File: config.mk
export PLATFORM = sky130hd
export DESIGN_NAME = div_job_sequencer
export DESIGN_NICKNAME = d
export VERILOG_FILES = /design/src/rtl/div_job_sequencer_pkg.sv /design/src/rtl/div_timeout_counter.sv /design/src/rtl/div_job_sequencer.sv
export SDC_FILE = /design/constraint.sdc
export NUM_CORES = 1
export LEC_CHECK = 0
export BUFFER_PORTS_ARGS = -buffer_cell sky130_fd_sc_hd__buf_2
export CAP_MARGIN = 20
export CORE_MARGIN = 1.5
export CORE_UTILIZATION = 35
export CTS_CLUSTER_SIZE = 14
export DETAILED_ROUTE_END_ITERATION = 6
export PLACE_DENSITY = 0.67
export SYNTH_ARGS = -nofsm -noshare
export SYNTH_HDL_FRONTEND = slang
export SYNTH_SLANG_ARGS = --single-unit
File: constraint.sdc
create_clock -name CLK -period 1.9 [get_ports CLK]
set_input_delay 0.57 -clock CLK [delete_from_list [all_inputs] [get_ports CLK]]
set_output_delay 0.57 -clock CLK [all_outputs]
set_load 0.005 [all_outputs]
File: src/rtl/div_job_sequencer_pkg.sv
// Shared divider definitions: FSM encoding, default widths
// and result flag bit positions.
package div_job_sequencer_pkg;

    localparam int DVD_W_DEF = 10;
    localparam int DVS_W_DEF = 5;

    // One-hot so a single-bit upset lands in an illegal code.
    typedef enum logic [3:0] {
        ST_IDLE   = 4'b0001,
        ST_LAUNCH = 4'b0010,
        ST_WAIT   = 4'b0100,
        ST_RESP   = 4'b1000
    } state_e;

    localparam int FLG_OV  = 0;
    localparam int FLG_DBZ = 1;
    localparam int FLG_TMO = 2;
    localparam int FLG_W   = 3;

    function automatic logic [FLG_W-1:0] err_flags(
        input logic dbz,
        input logic ov
    );
        logic [FLG_W-1:0] f;
        f          = '0;
        f[FLG_DBZ] = dbz;
        f[FLG_OV]  = ov & ~dbz;
        return f;
    endfunction

endpackage

File: src/rtl/div_timeout_counter.sv
// WAIT-state watchdog: counts enabled cycles from zero and
// flags the last allowed cycle.
module div_timeout_counter #(
    parameter int TMO_CYC = 15
) (
    input  logic CLK,
    input  logic RST_N,
    input  logic clr_i,
    input  logic en_i,
    output logic tc_o
);

    localparam int CW = $clog2(TMO_CYC + 1);

    logic [CW-1:0] cnt_q, cnt_d;

    assign tc_o = (cnt_q == CW'(TMO_CYC - 1));

    always_comb begin
        cnt_d = cnt_q;
        if (clr_i) begin
            cnt_d = '0;
        end else if (en_i && !tc_o) begin
            cnt_d = cnt_q + 1'b1;
        end
    end

    always_ff @(posedge CLK or negedge RST_N) begin
        if (!RST_N) begin
            cnt_q <= '0;
        end else begin
            cnt_q <= cnt_d;
        end
    end

endmodule

File: src/rtl/div_job_sequencer.sv
// Job sequencer in front of a multi-cycle divider: screens
// operands, launches the divider, guards it with a watchdog.
module div_job_sequencer
    import div_job_sequencer_pkg::*;
#(
    parameter int DVD_W   = DVD_W_DEF,
    parameter int DVS_W   = DVS_W_DEF,
    parameter int TMO_CYC = 15
) (
    input  logic             CLK,
    input  logic             RST_N,
    input  logic             in_valid,
    output logic             in_ready,
    input  logic [DVD_W-1:0] in_dividend,
    input  logic [DVS_W-1:0] in_divisor,
    output logic             div_start,
    output logic [DVD_W-1:0] div_dividend,
    output logic [DVS_W-1:0] div_divisor,
    input  logic             div_done,
    input  logic [DVS_W-1:0] div_quo,
    input  logic [DVS_W-1:0] div_rem,
    output logic             out_valid,
    input  logic             out_ready,
    output logic [DVS_W-1:0] out_quo,
    output logic [DVS_W-1:0] out_rem,
    output logic             out_ov,
    output logic             out_dbz,
    output logic             out_tmo
);

    state_e             state_q, state_d;
    logic [DVD_W-1:0]   dvd_q, dvd_d;
    logic [DVS_W-1:0]   dvs_q, dvs_d;
    logic [DVS_W-1:0]   quo_q, quo_d;
    logic [DVS_W-1:0]   rem_q, rem_d;
    logic [FLG_W-1:0]   flg_q, flg_d;
    logic [FLG_W-1:0]   new_flg;
    logic [DVS_W-1:0]   dvd_hi;
    logic               tmo_hit;

    // Quotient overflows DVS_W bits whenever the upper half
    // of the dividend is not below the divisor.
    assign dvd_hi  = in_dividend[DVD_W-1:DVS_W];
    assign new_flg = err_flags(in_divisor == '0, dvd_hi >= in_divisor);

    assign in_ready     = (state_q == ST_IDLE);
    assign out_valid    = (state_q == ST_RESP);
    assign div_start    = (state_q == ST_LAUNCH);
    assign div_dividend = dvd_q;
    assign div_divisor  = dvs_q;
    assign out_quo      = quo_q;
    assign out_rem      = rem_q;
    assign out_ov       = flg_q[FLG_OV];
    assign out_dbz      = flg_q[FLG_DBZ];
    assign out_tmo      = flg_q[FLG_TMO];

    div_timeout_counter #(
        .TMO_CYC (TMO_CYC)
    ) u_tmo (
        .CLK   (CLK),
        .RST_N (RST_N),
        .clr_i (state_q != ST_WAIT),
        .en_i  (state_q == ST_WAIT),
        .tc_o  (tmo_hit)
    );

    always_comb begin
        state_d = state_q;
        dvd_d   = dvd_q;
        dvs_d   = dvs_q;
        quo_d   = quo_q;
        rem_d   = rem_q;
        flg_d   = flg_q;
        unique case (state_q)
            ST_IDLE: begin
                if (in_valid) begin
                    dvd_d   = in_dividend;
                    dvs_d   = in_divisor;
                    quo_d   = '0;
                    rem_d   = '0;
                    flg_d   = new_flg;
                    state_d = (|new_flg) ? ST_RESP : ST_LAUNCH;
                end
            end
            ST_LAUNCH: begin
                state_d = ST_WAIT;
            end
            ST_WAIT: begin
                if (div_done) begin
                    quo_d   = div_quo;
                    rem_d   = div_rem;
                    state_d = ST_RESP;
                end else if (tmo_hit) begin
                    quo_d          = '0;
                    rem_d          = '0;
                    flg_d[FLG_TMO] = 1'b1;
                    state_d        = ST_RESP;
                end
            end
            ST_RESP: begin
                if (out_ready) begin
                    quo_d   = '0;
                    rem_d   = '0;
                    flg_d   = '0;
                    state_d = ST_IDLE;
                end
            end
            default: begin
                quo_d   = '0;
                rem_d   = '0;
                flg_d   = '0;
                state_d = ST_IDLE;
            end
        endcase
    end

    always_ff @(posedge CLK or negedge RST_N) begin
        if (!RST_N) begin
            state_q <= ST_IDLE;
            dvd_q   <= '0;
            dvs_q   <= '0;
            quo_q   <= '0;
            rem_q   <= '0;
            flg_q   <= '0;
        end else begin
            state_q <= state_d;
            dvd_q   <= dvd_d;
            dvs_q   <= dvs_d;
            quo_q   <= quo_d;
            rem_q   <= rem_d;
            flg_q   <= flg_d;
        end
    end

endmodule

Word level (Yosys, flattened, before mapping)
Index checks and enable logic that the tools add are counted.
Word-level totals
  memories kept: 0
  word-level logic and storage cells: 57
  memory bits (writable): 0
  output and inout port bits: 31
  bits of input ports: 30
  memory bits (read-only): 0
  register bits after elaboration: 36
  bits in latches: 0
Operators by class
  shift operators: 0
  reduce and logical (&&, ||, !) cells: 11
  div/mod/pow operators: 0
  add/subtract/negate cells: 1
  bitwise logic cells: 4
  $lt $le $gt $ge: 1
  multipliers: 0
  eq/ne operators: 11
  mux-type cells: 21
Operators with widths (count)
  $pmux 5 s4: 2
  $mux 4: 7
  $mux 5: 5
  $pmux 4 s4: 1
  $eq 4x4->1 const B: 2
  $mux 3: 2
  $ne 2x2->1 const B: 3
  $pmux 2 s3: 1
  $reduce_and 3->1: 2
  $ge 5x5->1: 1
  $logic_not 5->1: 1
  $reduce_and 5->1: 1
  $add 4x1->4 const B: 1
  $eq 4x1->1 const B: 1
  $eq 4x2->1 const B: 1
  $eq 4x3->1 const B: 1
  $ne 4x3->1 const B: 1
  $pmux 1 s4: 1
  $reduce_and 4->1: 1
  $reduce_or 2->1: 2
  $ne 3x3->1 const B: 1
  $not 1->1: 3
  $mux 1: 2
  $ne 2x1->1 const B: 1
  5 further kinds: 5

Longest topological paths before layout
  depth in word-level cells: 7
  gate-level depth with buffers: 6
  depth with buffers taken out: 6

Hierarchy
From an unflattened synthesis, not the netlist that was laid out.
Second synthesis, totals
  cell total of the unflattened synthesis: 150
  area total of the unflattened synthesis: 1749.2 sq um
By module, submodules not included
  div_job_sequencer: area each 1527.7 sq um, times used 1, cells an instance 126
  div_timeout_counter: area each 221.5 sq um, times used 1, cells an instance 24

Least setup slack after synthesis
OpenSTA, ideal clock, no wires.
  kind: reg-to-reg
  start: reg state_q[0]
  end: reg dvd_q[4], in the netlist div_dividend[4]
  cell stages (with the launch flop): 6
  arrival time: 1701 ps
  data required time: 1775 ps
  setup slack: 74 ps
  buffers on the path: 2
  cells stage by stage: dfstp_2 buf_2 nand2_1 nor4_4 buf_4 mux2_2
Between the ends
  word-level cells in the longest chain between the ends: 2
RTL lines
  from (decl): line div_job_sequencer.sv:31  | state_e state_q, state_d;
  from (signal assigned): line div_job_sequencer.sv:126  | state_q <= state_d;
  $eq 4x1->1: line div_job_sequencer.sv:74  | unique case (state_q)
  $reduce_and 2->1 (no line)
  to (signal assigned): line div_job_sequencer.sv:127  | dvd_q <= dvd_d;
  to (decl): line div_job_sequencer.sv:32  | logic [DVD_W-1:0] dvd_q, dvd_d;
No other way between the ends.
A chain may end at the register's enable or synchronous reset.

Final worst setup path
  start: reg state_q[0]
  end: out in_ready
Between the ends
  word-level cells in the longest chain between the ends: 1
RTL lines
  $eq 4x1->1: line div_job_sequencer.sv:46  | assign in_ready = (state_q == ST_IDLE);
  to (decl): line div_job_sequencer.sv:13  | output logic in_ready,
No other way between the ends.

==> out/metrics.cfg <==
[floorplan]
die_y_um = 73.7
die_area_um2 = 5430
io_pins = 61
fp.dieW_um = 73.7
start_util_pct = 36.8
fp-row-count = 25
core-area_um2 = 4750

[timing]
slew_violations = 0
final_hold_viol_count = 0
maxSlewHeadroom_pct = 70.5
rsz0062_at_grt = yes
setup_viol = 1
period_needed_ns = 2.02
worstMarginPinSlew_ns = 0.442
post-route-period-util_pct = 106
setup_slack_ns = -0.116
skew_ns = 0.00510
fmaxAchievable_ghz = 0.496
fin_hold_ws_ns = 0.224
fin_setup_tns_ns = -0.116

[synth]
syn_avg_cell_area_um2 = 12.5
synthArstFlopShare_pct = 100
synth_ff_type = dfrtp_1
yosysWarnings = 0
synth.distinct_cells = 38
synth_compound_area_share_pct = 13.7
yosysSeqAreaShare_pct = 51.6
synthAdderAreaFrac_pct = 5.01
synth_edf_count = 0
synth-seq-cells = 36
synth_top_area_share_pct = 50.1
synth_nets = 177
synth-xor-area-share_pct = 1.00
synth_cells = 140
synth_mux_area_share_pct = 10.5
synth_top_family_by_area = compound AO/OA/AOI/OAI gates
synthTopCellsByArea = dfrtp_1 50%, mux2_2 9.7%, a22o_1 5.0%
yosys.area.top_type = dfrtp_1
synth.cell_area_um2 = 1750
synth_simple_gate_area_share_pct = 12.7

[setup_path]
cp-start-kind = flip-flop
r2r_start = state_q[1]$_DFFE_PN0P_
ff2ff_setup_slack_ns = 0.08
critPathBufInv = 2
critical_path_depth = 3
required_ns = 1.33
reg2regPathDepth = 6
critPathMaxStageDelay_ns = 0.55
worstSetupPathType = flip-flop to output pin
end_kind = output pin
crit_slowest_cell = dfstp_2
worst_ep_arrival_time_ns = 1.45
crit_family = flip-flops
rr_endpoint = state_q[3]$_DFFE_PN0P_
cp_max_fo = 3
cp_cell_sequence = or4b_4, inv_2, buf_2

[cells_and_area]
stdcell_area_um2 = 2390
nFillCells = 443
fin_nets = 257
final_layout_size_suffix_gt1_share_pct = 52.7
diodes = 0
area_delta_synth_final_pct = 36.9

[drt]
ant_nets = 0
vias = 1389
initialDrtViolationCount = 44
post_drt_wl_per_cell_um = 12.8
dr.pass1.iters = 4
drt-total-wl_mm = 3.68
via_per_inst = 4.84
route.detailed.drc = 0

[placed_design]
port_buffers = 60
placed_area_um2 = 2210
gp_congestion = 0.752
hpwl_mm = 2.74
dp_slack_ns = -0.0331

[clock_network]
cts_buffers = 5
cts_buffer_depth = 2
hold_buffers = 0
cts_tree = done
clk-insertion-delay-late_ns = 0.28
h-tree-depth = 2
cts.sinks = 36
root_buffer = clkbuf_8
clk_pin_slew_ns = 0.07

[grt]
antenna_found_initial = 0
grt_pass1_vias = 1354
grt_pass1_wl_mm = 5.85
grt_max_degree = 20
grt-ovfl-total = 0
track_usage_pct = 14.2

[status]
status = finished with violations
violations = negative setup slack

[power]
power_leakage_nw = 1.21
vdd_ir_drop_max_mv = 0.664
power_mw = 3.08
p_per_area_nw_per_um2 = 1290

[worst_hold_path]
hp-class = input pin to async pin

[flow_run]
drv_cap = 0

-- layer usage --
| metal | routed length (um) | track usage, % | share of wire [%] |
|---|---|---|---|
| met4 | 42 | 4.73 | 1.1 |
| met1 | 1620 | 17.4 | 44 |
| met2 | 1750 | 23.4 | 47 |
| met3 | 273 | 4.53 | 7.4 |
| met5 | 0 | 0 | 0 |
-- report_power, final --
group          total (mW)  switching [mW]  leakage (nW)  internal (mW)
logic                1.36           0.579         0.697          0.780
registers            1.15           0.138         0.460           1.01
clock network       0.572           0.249        0.0503          0.323
total                3.08           0.967          1.21           2.11
-- sequential cells by signal (all words and copies together), names as in the netlist --
signal / flops
div_dividend: 10
div_divisor: 5
out_quo: 5
out_rem: 5
state_q: 4
u_tmo.cnt_q: 4
flg_q: 3
-- worst max-delay path by stage --
stage                           start                     endpoint  slack (ns)
2_1_floorplan  state_q[0]$_DFFE_PN1P_  div_dividend[4]$_DFFE_PN0P_        0.07
3_3_place_gp            in_divisor[2]       state_q[3]$_DFFE_PN0P_      -0.003
3_5_place_dp            in_divisor[2]       state_q[3]$_DFFE_PN0P_       -0.03
4_1_cts        state_q[0]$_DFFE_PN1P_                     in_ready       -0.13
5_1_grt        state_q[0]$_DFFE_PN1P_                     in_ready       -0.15
6_report       state_q[0]$_DFFE_PN1P_                     in_ready       -0.12
-- cells in the mapped netlist, types with 3 or more instances --
library cell  instances
nand3_1               3
buf_6                 3
a22o_1               10
nand2_1               3
nor3_1                4
inv_1                10
nor4b_1               4
a21o_1                3
a21oi_1               3
a31oi_1               3
mux2_2               15
nor2_1                7
nor3b_1               3
dfrtp_1              35
ha_1                  7
-- per-stage QoR --
step,cells,util (%)
after floorplan,140,-
after detailed placement,275,46.5
final,287,50.4
after global placement,275,46.5
after CTS,286,50.1
after global routing,287,50.4
-- kinds of logic after synthesis --
logic type / Yosys count
flip-flops: 36
AO/OA/AOI/OAI: 28
buffers and inverters: 17
adder cells (fa/ha/maj): 7
multiplexers: 16
AND/OR/NAND/NOR: 34
XOR/XNOR: 2
-- worst reg2reg max path, stage by stage, from the launching register on --
cell and delay [ns]:
dfrtp_1 0.41, buf_4 0.15, or4b_1 0.59, buf_4 0.20, nor3_1 0.18, nor2_1 0.08, o311a_1 0.10
-- placed cells by master, fill, tap and decap left out, types with 2 or more instances in the layout --
cell,n
dfrtp_2,2
nor4b_1,2
buf_12,3
nand3_1,3
buf_4,16
a31oi_1,3
dfrtp_1,33
xnor2_1,2
nor2_1,7
ha_1,7
a22o_1,10
a21o_1,3
inv_1,9
nor2_2,2
nor3b_1,3
buf_2,60
clkbuf_8,7
a21oi_1,3
nor4b_4,2
nor3_1,4
nand2_1,3
mux2_2,15
-- area by class of cell --
type	count	area [um2]	share of cell area [%]
multi-input cells	87	781	32.6
inverters	10	37.5	1.57
well taps	67	83.8	3.50
clock buffers	7	96.3	4.02
repair buffers	80	492	20.5
flip-flops and latches	36	905	37.8
-- repair_timing --
action                     4_1_cts  5_1_grt
resized for setup                7        1
buffers inserted                 5        2
setup endpoints to repair       14        3
pin swaps                        1        2
No activity file was read; power rests on OpenSTA's default activity.
